--- src/rtl/reg_bank_arbiter_if.sv ---
// Write-port bundle between four requesters and the shared register bank.
// Requesters drive the master side; the arbiter owns grants and register contents.
interface reg_bank_arbiter_if #(
  parameter int N = 4
) ();
  logic [3:0]     req;
  logic [7:0]     addr;
  logic [4*N-1:0] wdata;
  logic [3:0]     gnt;
  logic [1:0]     gnt_id;
  logic [4*N-1:0] q;

  modport master (
    output req, addr, wdata,
    input  gnt, gnt_id, q
  );

  modport slave (
    input  req, addr, wdata,
    output gnt, gnt_id, q
  );
endinterface

--- src/rtl/reg_bank_arbiter.sv ---
// Round-robin write arbiter over four N-bit registers; grant and write land on the same edge (1 cycle).
// No stall path: losers keep req asserted; a requester granted last cycle sits out one cycle.
module reg_bank_arbiter #(
  parameter int N = 4
) (
  input logic              clk,
  input logic              reset,
  reg_bank_arbiter_if.slave bus
);

  logic [1:0]        ptr;
  logic [3:0]        gnt_r;
  logic [1:0]        gnt_id_r;
  logic [3:0][N-1:0] regs;

  logic [3:0]   eligible;
  logic         have_win;
  logic [1:0]   win;
  logic [1:0]   scan_idx;
  logic [1:0]   win_addr;
  logic [N-1:0] win_data;

  // Holding gnt for one cycle is what blocks back-to-back grants to one requester.
  assign eligible = bus.req & ~gnt_r;

  always_comb begin
    have_win = 1'b0;
    win      = ptr;
    scan_idx = ptr;
    for (int k = 0; k < 4; k++) begin
      scan_idx = ptr + 2'(k);
      if (!have_win && eligible[scan_idx]) begin
        have_win = 1'b1;
        win      = scan_idx;
      end
    end
  end

  assign win_addr = bus.addr[2*win +: 2];
  assign win_data = bus.wdata[N*win +: N];

  always_ff @(posedge clk) begin
    if (reset) begin
      gnt_r    <= '0;
      gnt_id_r <= '0;
      ptr      <= '0;
      regs     <= '0;
    end else if (have_win) begin
      gnt_r          <= 4'b0001 << win;
      gnt_id_r       <= win;
      ptr            <= win + 2'd1;
      regs[win_addr] <= win_data;
    end else begin
      gnt_r <= '0;
    end
  end

  assign bus.gnt    = gnt_r;
  assign bus.gnt_id = gnt_id_r;
  assign bus.q      = regs;

endmodule

--- src/flat_wrapper.sv ---
// flat-port wrapper written by rule: the top's interface ports become plain ports
module reg_bank_arbiter_flat 
#(
  parameter int N = 4
)
  (clk, reset, bus_req, bus_addr, bus_wdata, bus_gnt, bus_gnt_id, bus_q);
  reg_bank_arbiter_if #(.N(N)) bus_i ();
  input logic clk;
  input logic reset;
  input wire logic [$bits(bus_i.req)-1:0] bus_req;
  input wire logic [$bits(bus_i.addr)-1:0] bus_addr;
  input wire logic [$bits(bus_i.wdata)-1:0] bus_wdata;
  output wire logic [$bits(bus_i.gnt)-1:0] bus_gnt;
  output wire logic [$bits(bus_i.gnt_id)-1:0] bus_gnt_id;
  output wire logic [$bits(bus_i.q)-1:0] bus_q;
  assign bus_i.req = bus_req;
  assign bus_i.addr = bus_addr;
  assign bus_i.wdata = bus_wdata;
  assign bus_gnt = bus_i.gnt;
  assign bus_gnt_id = bus_i.gnt_id;
  assign bus_q = bus_i.q;
  reg_bank_arbiter #(.N(N)) u_core (.clk(clk), .reset(reset), .bus(bus_i));
endmodule
--- config.mk ---
export PLATFORM = sky130hd
export DESIGN_NAME = reg_bank_arbiter_flat
export DESIGN_NICKNAME = d
export VERILOG_FILES = /design/src/rtl/reg_bank_arbiter_if.sv /design/src/rtl/reg_bank_arbiter.sv /design/src/flat_wrapper.sv
export SDC_FILE = /design/constraint.sdc
export NUM_CORES = 1
export LEC_CHECK = 0
export CORE_ASPECT_RATIO = 1.25
export CORE_MARGIN = 10
export CORE_UTILIZATION = 50
export DETAILED_ROUTE_END_ITERATION = 8
export MAX_ROUTING_LAYER = met4
export PLACE_DENSITY_LB_ADDON = 0.25
export SETUP_SLACK_MARGIN = 0.4
export SKIP_CTS_REPAIR_TIMING = 1
export SYNTH_ARGS = -nofsm -noshare
export SYNTH_HDL_FRONTEND = slang
export SYNTH_SLANG_ARGS = --single-unit
--- constraint.sdc ---
create_clock -name clk -period 6.36 [get_ports clk]
set_clock_uncertainty 0.2 [all_clocks]
set_input_delay 0.636 -clock clk [delete_from_list [all_inputs] [get_ports clk]]
set_output_delay 0.636 -clock clk [all_outputs]
set_load 0.1 [all_outputs]
==> impl_metrics.tcl <==
set metrics [dict create \
    rsz0062_at_grt "no" \
    syn_area_sq_um 1605 \
    h-tree-depth 1 \
    cts_tree "built" \
    synth_fp_nets 198 \
    required_ns 6.37 \
    r2r_cells 6 \
    portBuffers 51 \
    synth_most_common_cell "dfxtp_1" \
    cpPeakStageDelay_ns 0.89 \
    wl_per_cell_um 18.07 \
    ys_seq_area_frac 0.2993 \
    synth_top_area_cell "dfxtp_1" \
    yosys.area.top_type_share 0.2993 \
    syn_avg_cell_area_sq_um 9.555 \
    max_freq_mhz 281.1 \
    ys_ff_latch 24 \
    drtPass1Iterations 4 \
    chipHeight_um 83.35 \
    rows 22 \
    setup_tns_ns 0 \
    worstReg2RegEnd "u_core.bus.q[6]" \
    clock-sinks 24 \
    clk_path_buf_depth 2 \
    area_growth_pct 33.13 \
    tightest_slew_ns 1.029 \
    routed_wl_um 4426 \
    vias_per_cell 6.000 \
    postSynth.asyncResetShare 0 \
    hp-start "u_core.bus.gnt_id[1]" \
    overflow 0 \
    drive_above_1_share 0.1005 \
    die_x_um 70.68 \
    antennaDiodeCount 0 \
    ant_nets 0 \
    cts_buffers 3 \
    antenna_found_initial 0 \
    synthTopCellsByCount "24 x dfxtp_1, 17 x nor2b_1, 13 x nand2_1, 12 x mux2_1, 7 x a21oi_1" \
    nNetsFinal 240 \
    synth_edf_count 0 \
    period_share 0.5593 \
    die-area_sq_um 5891 \
    clock_latency_ns 0.32 \
    crit_arrival_ns 3.57 \
    holdPathEnd "u_core.bus.gnt_id[1]" \
    start_util 0.5350 \
    outcome "complete, no violations" \
    hold_path_depth 2 \
    path_cells "clkdlybuf4s50_1 > nand2b_1 > a21oi_1 > o21ai_1 > and2_0 > a311oi_1 > mux2_1" \
    reg2reg_from "u_core.bus.gnt[2]" \
    drv_cap 0 \
    finalSetupViolCount 0 \
    netlist_instances 168 \
    maxSlewViolCount 0 \
    grt_pass1_vias 1476 \
    clk_pin_slew_ns 0.13 \
    drcViolationCount 0 \
    crit_path_end_kind "register" \
    maxSlewHeadroom 0.3137 \
    ios 52 \
    worstSetupStartpointType "input pin" \
    finalHoldViolations 0 \
    path_class "in -> reg" \
    ys_types 47 \
    drt_iter0_drc 97 \
    grt_max_degree 29 \
    hold_class "reg -> reg" \
    crit_slowest_cell "and2_0" \
    vias 1470 \
    ff2ff_setup_slack_ns 3.13 \
    grt_pass1_wl_um 7314 \
    synth_area_leaders "dfxtp_1 30%, mux2_1 8.4%, nor2b_1 6.6%, o311ai_4 4.9%, mux2_4 3.7%" \
    grtUsageTotal 0.1467 \
    coreArea_sq_um 3000 \
    worst-path-max-fanout 15 \
    fin_crit_ns 3.557 \
    cts-root-buf "clkbuf_4" \
    ys.flop_type "dfxtp_1" \
    dp_hpwl_um 3533 \
    gp_congestion 0.9451 \
    yosys_warnings 0 \
]
==> critical path, delay by kind of cell <==
kind,cells,cell delay (ns)
buf+inv,1,0.40
compound gates,3,0.99
mux,1,0.38
simple gates,2,1.15
==> state kept, by name, indices dropped and copies added, names as in the netlist <==
name               flops
u_core.bus.gnt         4
u_core.bus.gnt_id      2
u_core.bus.q          16
u_core.ptr             2
==> routing by layer <==
layer / global-route usage / vias to the layer above / part of all wire
li1: - / 714 / -
met1: 0.1725 / 689 / 0.42
met2: 0.2441 / 61 / 0.51
met3: 0.03690 / 6 / 0.056
met4: 0.02988 / 0 / 0.010
met5: - / - / 0
==> through the flow <==
step | worst slack (ns) | cells | area [sq um] | util | hold slack (ns)
3_5_place_dp | 2.500 | 241 | 2085 | 0.6947 | 0.2522
3_3_place_gp | 2.667 | 241 | 2085 | 0.6947 | 0.2415
5_1_grt | 2.534 | 245 | 2137 | 0.7123 | 0.3012
6_report | 2.803 | 245 | 2137 | 0.7123 | 0.2671
2_1_floorplan | 3.321 | 168 | 1605 | - | 0.3168
4_1_cts | 2.837 | 245 | 2137 | 0.7123 | 0.2708
==> cells by family (layout without fill, tap and decap cells) <==
| family | after synthesis | in the layout | synth area share |
|---|---|---|---|
| compound gates | 45 | 45 | 0.2689 |
| xor+xnor | 1 | 1 | 0.005457 |
| buf+inv | 15 | 56 | 0.04988 |
| flops | 24 | 24 | 0.2993 |
| mux | 16 | 16 | 0.1216 |
| simple gates | 67 | 67 | 0.2549 |
==> cell type report <==
type / count / area (sq um)
Timing Repair Buffer: 51 / 510.5
Multi-Input combinational cell: 129 / 1045
Tap cell: 36 / 45.04
Sequential cell: 24 / 480.5
Clock buffer: 3 / 22.52
Fill cell: 258 / 863.3
Inverter: 1 / 3.754
Clock inverter: 1 / 30.03
==> cell usage in the layout, fill, tap and decap left out, drive strengths merged, types with 2 or more instances in the layout <==
master / n
a211oi: 6
a21oi: 8
a2bb2oi: 2
a311oi: 4
and2: 3
and3: 3
clkbuf: 3
clkdlybuf4s50: 51
dfxtp: 24
mux2: 16
nand2: 14
nand2b: 6
nand3: 5
nor2: 4
nor2b: 17
nor3: 2
nor3b: 4
nor4: 2
nor4b: 2
o2111ai: 6
o211ai: 5
o21ai: 3
o2bb2ai: 4
o311ai: 3
==> worst max path at each step <==
| stage | from | to | slack, ns | depth (start not counted) |
|---|---|---|---|---|
| 6_report | bus_req[2] | u_core.bus.q[6] | 2.80 | 7 |
| 5_1_grt | bus_req[2] | u_core.bus.q[14] | 2.53 | 7 |
| 4_1_cts | bus_req[2] | u_core.bus.q[6] | 2.84 | 7 |
| 3_5_place_dp | bus_req[2] | u_core.bus.q[10] | 2.50 | 7 |
| 3_3_place_gp | bus_req[2] | u_core.bus.q[10] | 2.67 | 7 |
| 2_1_floorplan | u_core.bus.gnt[2] | u_core.bus.q[10] | 3.32 | 9 |
Power is left out: the tool's default activity adds up to more than one toggle a clock period on the data nets, which glitch-free logic cannot reach.
